--- src/rtl/mem_copy_pkg.sv ---
// Shared types and constants for the word-copy DMA master.
package mem_copy_pkg;

    typedef enum logic [2:0] {
        S_IDLE,
        S_RD_REQ,
        S_RD_WAIT,
        S_WR_REQ,
        S_WR_WAIT,
        S_DONE
    } state_e;

    localparam logic [3:0]  BE_FULL    = 4'hF;
    localparam logic [31:0] WORD_BYTES = 32'd4;

endpackage

--- src/rtl/mem_copy_master.sv ---
// Word-by-word memory copy master: one outstanding request,
// read then write per word, registered request outputs.
module mem_copy_master
    import mem_copy_pkg::*;
#(
    parameter int LenW = 16
) (
    input  logic            clk_i,
    input  logic            rst_ni,
    input  logic            start_i,
    input  logic [31:0]     src_addr_i,
    input  logic [31:0]     dst_addr_i,
    input  logic [LenW-1:0] len_i,
    output logic            busy_o,
    output logic            done_o,
    output logic            err_o,
    output logic            req_o,
    output logic            we_o,
    output logic [3:0]      be_o,
    output logic [31:0]     addr_o,
    output logic [31:0]     wdata_o,
    input  logic            gnt_i,
    input  logic [31:0]     rdata_i,
    input  logic            rvalid_i
);

    state_e          state_q;
    logic [31:0]     src_q;
    logic [31:0]     dst_q;
    logic [LenW-1:0] rem_q;
    logic [31:0]     data_q;
    logic [31:0]     addr_q;
    logic [3:0]      be_q;
    logic            req_q;
    logic            we_q;
    logic            busy_q;
    logic            done_q;
    logic            err_q;

    logic [31:0]     src_d;
    logic [31:0]     dst_d;
    logic [LenW-1:0] rem_d;
    logic            misaligned;

    assign src_d      = src_q + WORD_BYTES;
    assign dst_d      = dst_q + WORD_BYTES;
    assign rem_d      = rem_q - LenW'(1);
    assign misaligned = (src_addr_i[1:0] != 2'b00) ||
                        (dst_addr_i[1:0] != 2'b00);

    always_ff @(posedge clk_i or negedge rst_ni) begin
        if (!rst_ni) begin
            state_q <= S_IDLE;
            src_q   <= '0;
            dst_q   <= '0;
            rem_q   <= '0;
            data_q  <= '0;
            addr_q  <= '0;
            be_q    <= '0;
            req_q   <= 1'b0;
            we_q    <= 1'b0;
            busy_q  <= 1'b0;
            done_q  <= 1'b0;
            err_q   <= 1'b0;
        end else begin
            done_q <= 1'b0;
            err_q  <= 1'b0;
            unique case (state_q)
                S_IDLE: begin
                    if (start_i) begin
                        if (misaligned) begin
                            err_q <= 1'b1;
                        end else if (len_i == '0) begin
                            state_q <= S_DONE;
                            done_q  <= 1'b1;
                        end else begin
                            src_q   <= src_addr_i;
                            dst_q   <= dst_addr_i;
                            rem_q   <= len_i;
                            state_q <= S_RD_REQ;
                            req_q   <= 1'b1;
                            we_q    <= 1'b0;
                            be_q    <= BE_FULL;
                            addr_q  <= src_addr_i;
                            busy_q  <= 1'b1;
                        end
                    end
                end
                S_RD_REQ: begin
                    if (gnt_i) begin
                        state_q <= S_RD_WAIT;
                        req_q   <= 1'b0;
                        be_q    <= '0;
                    end
                end
                S_RD_WAIT: begin
                    if (rvalid_i) begin
                        data_q  <= rdata_i;
                        state_q <= S_WR_REQ;
                        req_q   <= 1'b1;
                        we_q    <= 1'b1;
                        be_q    <= BE_FULL;
                        addr_q  <= dst_q;
                    end
                end
                S_WR_REQ: begin
                    if (gnt_i) begin
                        state_q <= S_WR_WAIT;
                        req_q   <= 1'b0;
                        we_q    <= 1'b0;
                        be_q    <= '0;
                    end
                end
                S_WR_WAIT: begin
                    if (rvalid_i) begin
                        src_q <= src_d;
                        dst_q <= dst_d;
                        rem_q <= rem_d;
                        // Last word written: finish, else fetch the next one
                        if (rem_q == LenW'(1)) begin
                            state_q <= S_DONE;
                            done_q  <= 1'b1;
                            busy_q  <= 1'b0;
                        end else begin
                            state_q <= S_RD_REQ;
                            req_q   <= 1'b1;
                            be_q    <= BE_FULL;
                            addr_q  <= src_d;
                        end
                    end
                end
                S_DONE: begin
                    state_q <= S_IDLE;
                end
                default: begin
                    state_q <= S_IDLE;
                end
            endcase
        end
    end

    // The captured word doubles as the write-data bus and holds between writes
    assign wdata_o = data_q;
    assign addr_o  = addr_q;
    assign be_o    = be_q;
    assign req_o   = req_q;
    assign we_o    = we_q;
    assign busy_o  = busy_q;
    assign done_o  = done_q;
    assign err_o   = err_q;

endmodule

--- config.mk ---
export PLATFORM = sky130hd
export DESIGN_NAME = mem_copy_master
export DESIGN_NICKNAME = d
export VERILOG_FILES = /design/src/rtl/mem_copy_pkg.sv /design/src/rtl/mem_copy_master.sv
export SDC_FILE = /design/constraint.sdc
export NUM_CORES = 1
export LEC_CHECK = 0
export BUFFER_PORTS_ARGS = -buffer_cell sky130_fd_sc_hd__buf_2
export CORE_UTILIZATION = 55
export CTS_BUF_LIST = sky130_fd_sc_hd__clkbuf_16
export DETAILED_ROUTE_END_ITERATION = 8
export PLACE_DENSITY = 0.79
export SLEW_MARGIN = 20
export SYNTH_ARGS = -nofsm -noshare
export SYNTH_HDL_FRONTEND = slang
export SYNTH_SLANG_ARGS = --single-unit
--- constraint.sdc ---
create_clock -name clk_i -period 3 [get_ports clk_i]
set_clock_uncertainty 0.2 [all_clocks]
set_input_delay 0.6 -clock clk_i [delete_from_list [all_inputs] [get_ports clk_i]]
set_output_delay 0.6 -clock clk_i [all_outputs]
set_load 0.05 [all_outputs]
==> results of run 1 <==
## power by group through the flow
stage | clock, uW | sequential, uW | combinational [uW]
after CTS | 2260 | 4090 | 5250
after global placement | 0 | 4060 | 5120
after floorplan | 0 | 5330 | 2470
final | 2250 | 4150 | 5280
after detailed placement | 0 | 4100 | 5220
after global routing | 2360 | 4260 | 5650
## timing repair
item                                    in CTS  in global routing
endpoints found under the setup margin       0                  1
hold buffers                                 1                  0
resized for setup                            0                  1
hold endpoints to repair                    48                  0
## worst reg2reg max path: cells and delay by family (launching register included)
family	cells	cell delay, ns
DFF	1	0.49
adders and majority gates	1	0.33
AOI/OAI and AO/OA	1	0.32
and+or+nand+nor	3	1.07
muxes	1	0.36
## layer usage
layer | GRT usage (%) | vias up | routed length [um]
li1 | - | 3904 | -
met1 | 45.55 | 4101 | 10730
met2 | 50.39 | 488 | 12020
met3 | 6.156 | 48 | 2378
met4 | 10.99 | 0 | 603
met5 | 0 | - | 0
## logic make-up after synthesis
logic type	synth area share, %
xor gates and xnor gates	1.322
and+or+nand+nor	18.55
adders and majority gates	0.5810
buffers and inverters	4.386
DFF	44.15
AOI/OAI and AO/OA	23.20
muxes	7.814
## sequential cells by signal, indices dropped and copies added, names as in the netlist
register,cells
addr_o,32
state_q,3
be_o,1
err_o,1
dst_q,32
done_o,1
we_o,1
busy_o,1
wdata_o,32
rem_q,16
src_q,32
## Yosys cell counts, types with 4 or more instances
library cell    n
a21o_1          5
a21oi_1        90
a221o_1         6
a22oi_1        27
a31oi_1        34
and2_1         12
and3_1         10
and4_1          5
buf_1           5
buf_2          11
buf_4           7
clkbuf_1       57
dfrtp_1       152
ha_1            4
inv_1          10
mux2_1         18
mux2_2         32
mux2i_1        11
nand2_1        80
nand3_1        34
nand4_1        19
nor2_1         64
nor2b_1         6
nor3_1         10
nor3b_1         5
nor4_1         22
nor4_2          4
o211ai_1        6
o21ai_0        69
o21ai_1         4
o221ai_1        8
o22a_1         14
o22ai_1        10
o2bb2ai_1       5
o31a_1          5
or3_1           7
or4_1          14
xnor2_1         5
xor2_1          8
## through the flow
step           std cells  power, uW
3_3_place_gp        1307       9185
4_1_cts             1340      11600
2_1_floorplan        939       7797
5_1_grt             1341      12260
3_5_place_dp        1307       9323
6_report            1341      11680
## area by class of cell
type / instances / area, um2
flip-flops and latches: 152 / 3804
fillers: 1210 / 4668
repair buffers: 239 / 1396
clock buffers: 17 / 425.4
inverters: 10 / 37.54
clock inverters: 15 / 185.2
multi-input cells: 697 / 4478
well taps: 211 / 264.0
## how the worst max path moves through the flow
| stage | startpoint | to |
|---|---|---|
| CTS | state_q[0]$_DFFE_PN0P_ | addr_o[17]$_DFFE_PN0P_ |
| finish | src_q[2]$_DFFE_PN0P_ | addr_o[28]$_DFFE_PN0P_ |
| detailed placement | src_addr_i[0] | addr_o[17]$_DFFE_PN0P_ |
| global route | src_q[2]$_DFFE_PN0P_ | addr_o[30]$_DFFE_PN0P_ |
| floorplan | src_addr_i[0] | addr_o[10]$_DFFE_PN0P_ |
| global placement | src_addr_i[0] | addr_o[17]$_DFFE_PN0P_ |
==> impl_metrics.json, run 1 <==
{
  "status": "completed",
  "end_kind": "register",
  "holdWs_ns": 0.2012,
  "min_path_type": "in2reg",
  "p_per_area_nw_per_um2": 1103,
  "wl_um": 25730,
  "gp_congestion": 0.8799,
  "layout_common_cells": "188 x buf_2, 152 x dfrtp_1, 89 x a21oi_1, 80 x nand2_1, 69 x o21ai_0",
  "fp.dieW_um": 127.2,
  "netlist_instances": 939,
  "p_int_uw": 6173,
  "layout_commonest_cell": "buf_2",
  "ys_seq_area_share_pct": 44.15,
  "fmax_mhz": 345.9,
  "synth_ff_type": "dfrtp_1",
  "combinationalPowerShare_pct": 45.2,
  "startpoint_type": "register",
  "worstSetupPathType": "reg2reg",
  "p_sw_share_pct": 47.15,
  "grtUsageTotal_pct": 32.35,
  "synth_cell_type_count": 67,
  "cp_cell_sequence": "ha_1, nand4_1, or4_1, nor4_4, mux2_1, o32a_1",
  "rsz0062_at_grt": "no",
  "cp_slowest_cell": "or4_1",
  "design_area_um2": 10590,
  "fin_ws_ns": 0.1089,
  "core_um2": 15260,
  "drv_cap": 0,
  "layout-drive-gt1-share_pct": 27.96,
  "required_ns": 3.12,
  "cts_buffers": 17,
  "worstRegToRegCells": 6,
  "antenna_left": 0,
  "synth_top_area_share_pct": 44.15,
  "antenna_found_initial": 0,
  "port-buffer-count": 189,
  "p_leak_uw": 0.004550,
  "syn_area_per_cell_um2": 9.174,
  "slowest_delay_ns": 0.62,
  "yosys_warnings": 0,
  "synth_area_leader_cell": "dfrtp_1",
  "num_vias": 8541,
  "viasPerCell": 6.369,
  "tns_ns": 0,
  "grt_pass1_wl_um": 40540,
  "syn-cell-area_um2": 8615,
  "synth_edf_count": 0,
  "grt-ovfl-total": 0,
  "switchingPower_uw": 5507,
  "fin_crit_ns": 2.891,
  "utilization_pct": 69.41,
  "clkTransAtPathRegs_ns": 0.06,
  "postCtsSetupRepairBufs": 0,
  "yosys-top-cells-area": "dfrtp_1 44%, a21oi_1 5.2%, mux2_2 4.2%, o21ai_0 4.0%, nand2_1 3.5%",
  "setup_viol": 0,
  "initial_core_util_pct": 56.46,
  "cts_root_buf": "clkbuf_16",
  "min_from": "rdata_i[5]",
  "clkSinkCount": 152,
  "avgRoutedWirePerCell_um": 19.18,
  "drc": 0,
  "drtIter0Drc": 861,
  "finalMaxSlewViolations": 0,
  "holdPathStages": 2,
  "synth_nets": 1060,
  "max_slew_margin_pct": 57.45,
  "ir_drop_mv": 0.5278,
  "r2r-end": "addr_o[28]$_DFFE_PN0P_",
  "diodes": 0,
  "grt_pass1_vias": 7649,
  "clk_path_buf_depth": 2,
  "fin_crit_sh_pct": 96.37,
  "dieArea_um2": 16170,
  "place_ws_ns": -0.2408,
  "rrSetupSlack_ns": 0.11,
  "dpl.hpwl_um": 17820,
  "placed_cell_area_um2": 9950,
  "rows": 45,
  "p_seq_share_pct": 35.5,
  "grt_max_degree": 114,
  "cts_tree": "yes",
  "htreeDepth": 4,
  "worstHoldEndpoint": "wdata_o[5]$_DFFE_PN0P_",
  "area_growth_pct": 22.93,
  "critical_path.max_fanout": 8,
  "synthArstFlopShare_pct": 100.0,
  "finalHoldViolCount": 0,
  "cp_num_cells": 6,
  "reg2reg_from": "src_q[2]$_DFFE_PN0P_",
  "cp.arrival_ns": 3.01,
  "critPathBufInv": 0,
  "die_y_um": 127.2,
  "crit_family": "simple AND/OR/NAND/NOR gates",
  "synth_seq_cells": 152,
  "p_clk_share_pct": 19.3,
  "ios": 190,
  "clkLatencyLatePin_ns": 0.43,
  "layout.nets": 1238,
  "drt-pass1-iter-count": 6,
  "worst_pin_slew_ns": 0.6324
}
No activity file was read; power rests on OpenSTA's default activity.
==> run 2, diff against run 1 <==
- ABC_AREA: default -> 1
- CORE_ASPECT_RATIO: default -> 1.4
- PLACE_DENSITY: 0.79 -> 0.78
==> run 2 against run 1 <==
Net effect: clock-buffer cell count unchanged; sequential cell count unchanged; final area increased by 5.1%; largest power group unchanged; total power increased by 11%; via count increased by 14%; global-route usage increased by 2.1 points; combinational power increased by 30%; register-to-register slack improved by 0.40 ns; die area increased by 9.3%; non-clock buffer count decreased by 35; sequential power decreased by 5.8%.
==> impl_metrics.json, run 2 <==
{
  "cp.arrival_ns": 2.62,
  "fp.dieW_um": 112.6,
  "end_kind": "register",
  "wl_met2_um": 14620,
  "p_leak_uw": 0.005788,
  "p_per_area_nw_per_um2": 1170,
  "clk_path_buf_depth": 2,
  "yosys_warnings": 0,
  "ios": 190,
  "gp_congestion": 1.000,
  "combinationalPowerShare_pct": 52.7,
  "num_vias": 9773,
  "dieArea_um2": 17670,
  "setup_viol": 0,
  "yosys-top-cells-area": "dfrtp_1 40%, nand2_1 21%, nor2_1 8.5%, inv_1 5.8%, nand3_1 5.0%",
  "antenna_left": 0,
  "port-buffer-count": 189,
  "drc": 0,
  "syn-cell-area_um2": 9427,
  "grtUsageTotal_pct": 34.49,
  "post_layout_nonfiller_instances": 1802,
  "fin_ws_ns": 0.5091,
  "fin_crit_sh_pct": 83.03,
  "p_int_uw": 6171,
  "synth_edf_count": 0,
  "synth_cell_type_count": 37,
  "grt_pass1_vias": 9486,
  "switchingPower_uw": 6848,
  "cts_buffers": 17,
  "synthTopCellsByCount": "515 x nand2_1, 213 x nor2_1, 152 x dfrtp_1, 145 x inv_1, 94 x nand3_1",
  "syn_area_per_cell_um2": 6.662,
  "routed.top_layer": "met4",
  "clkSinkCount": 152,
  "utilization_pct": 66.47,
  "critical_path.max_fanout": 93,
  "design_area_um2": 11130,
  "status": "completed",
  "p_sw_share_pct": 52.60,
  "critPathBufInv": 2,
  "dp_cells": 1769,
  "grt_max_degree": 94,
  "antenna_found_initial": 0,
  "avgRoutedWirePerCell_um": 16.23,
  "grt-ovfl-total": 0,
  "worstHoldEndpoint": "wdata_o[3]$_DFFE_PN0P_",
  "placed_cell_area_um2": 10500,
  "cp_slowest_cell": "dfrtp_1",
  "layout_common_cells": "515 x nand2_1, 213 x nor2_1, 188 x buf_2, 152 x dfrtp_1, 145 x inv_1",
  "netlist_instances": 1415,
  "p_clk_share_pct": 17.3,
  "fmax_mhz": 401.5,
  "initial_core_util_pct": 56.29,
  "wl_met1_um": 10850,
  "htreeDepth": 4,
  "startpoint_type": "register",
  "required_ns": 3.13,
  "diodes": 0,
  "rrSetupSlack_ns": 0.51,
  "postCtsSetupRepairBufs": 0,
  "synth_most_common_cell": "nand2_1",
  "synth_nets": 1536,
  "ir_drop_mv": 0.9553,
  "synth_ff_type": "dfrtp_1",
  "synthArstFlopShare_pct": 100.0,
  "area_growth_pct": 18.09,
  "fin_crit_ns": 2.491,
  "core_um2": 16750,
  "wl_um": 29250,
  "layout_commonest_cell": "nand2_1",
  "holdPathStages": 2,
  "worstRegToRegCells": 8,
  "dpl.hpwl_um": 22110,
  "viasPerCell": 5.423,
  "place_ws_ns": 0.4419,
  "crit_family": "simple AND/OR/NAND/NOR gates",
  "slowest_delay_ns": 0.45,
  "ys_seq_area_share_pct": 40.35,
  "min_path_type": "in2reg",
  "met3WireLength_um": 1512,
  "drv_cap": 0,
  "reg2reg_from": "state_q[1]$_DFFE_PN0P_",
  "cp_cell_sequence": "nor2_2, nand2_2, inv_2, buf_12, nand2_1, a22o_1, nand2_1, nand2_1",
  "r2r-end": "rem_q[5]$_DFFE_PN0P_",
  "max_slew_margin_pct": 57.40,
  "finalHoldViolCount": 0,
  "finalMaxSlewViolations": 0,
  "drtIter0Drc": 724,
  "cts_tree": "yes",
  "layout.nets": 1707,
  "clkTransAtPathRegs_ns": 0.07,
  "p_seq_share_pct": 30.0,
  "worstSetupPathType": "reg2reg",
  "synth_top_area_share_pct": 40.35,
  "grt_pass1_wl_um": 47020,
  "clkLatencyLatePin_ns": 0.43,
  "min_from": "rdata_i[3]",
  "rsz0062_at_grt": "no",
  "rows": 56,
  "die_y_um": 156.9,
  "worst_pin_slew_ns": 0.6366,
  "cp_common_cell": "nand2_1",
  "tns_ns": 0,
  "synth_seq_cells": 152,
  "cts_root_buf": "clkbuf_16",
  "synth_area_leader_cell": "dfrtp_1",
  "drt-pass1-iter-count": 5,
  "layout-drive-gt1-share_pct": 17.82
}
## run 2: final cells by class
| cell class | count | area [um2] |
|---|---|---|
| clock buffer | 17 | 425.4 |
| clock inverter | 15 | 195.2 |
| fill | 1515 | 5614 |
| inverter | 151 | 566.8 |
| multi-input combinational | 1060 | 4770 |
| sequential | 152 | 3804 |
| tap | 203 | 254.0 |
| timing repair buffer | 204 | 1117 |
## run 2: logic make-up (layout without fill, tap and decap cells)
family / after synthesis / after routing / synth area share, %
AO/OA/AOI/OAI: 155 / 155 / 8.986
XOR/XNOR: 4 / 4 / 0.3717
adder cells (fa/ha/maj): 4 / 4 / 0.5309
buffers and inverters: 203 / 387 / 9.052
flip-flops: 152 / 152 / 40.35
multiplexers: 32 / 32 / 3.823
AND/OR/NAND/NOR: 865 / 865 / 36.89
## run 2: how the worst max path moves through the flow
stage	cells past startpoint	endpoint	from
after floorplan	10	dst_q[13]$_DFFE_PN0P_	len_i[2]
after global placement	11	addr_o[18]$_DFFE_PN0P_	len_i[10]
after detailed placement	11	addr_o[16]$_DFFE_PN0P_	len_i[14]
after CTS	8	rem_q[5]$_DFFE_PN0P_	state_q[1]$_DFFE_PN0P_
after global routing	8	rem_q[5]$_DFFE_PN0P_	state_q[1]$_DFFE_PN0P_
final	8	rem_q[5]$_DFFE_PN0P_	state_q[1]$_DFFE_PN0P_
## run 2: routing by layer
layer	vias to the layer above	GRT usage (%)
met3	120	5.737
met5	-	0
met2	384	59.67
met4	0	26.10
li1	4799	-
met1	4470	38.02
## run 2: timing repair
item                      4_1_cts  5_1_grt
hold endpoints to repair       58        0
hold buffers                    1        0
gates resized for setup         0        0
## run 2: worst reg2reg max path, stage by stage, from the launching register on
cell,delay (ns)
dfrtp_1,0.45
nor2_2,0.19
nand2_2,0.27
inv_2,0.18
buf_12,0.38
nand2_1,0.31
a22o_1,0.31
nand2_1,0.06
nand2_1,0.05
## run 2: power by group through the flow
stage	clock (uW)	combinational, uW	sequential, uW
final	2250	6860	3910
after global routing	2350	7580	4040
after CTS	2270	6860	3890
after detailed placement	0	6850	3900
after global placement	0	6730	3880
after floorplan	0	3670	5300
## run 2: per-stage QoR
stage / power [uW] / hold WS (ns)
after floorplan: 8972 / 0.1044
after global placement: 10600 / 0.2601
after detailed placement: 10750 / 0.2623
after CTS: 13020 / 0.1816
after global routing: 13970 / 0.1865
final: 13020 / 0.1912
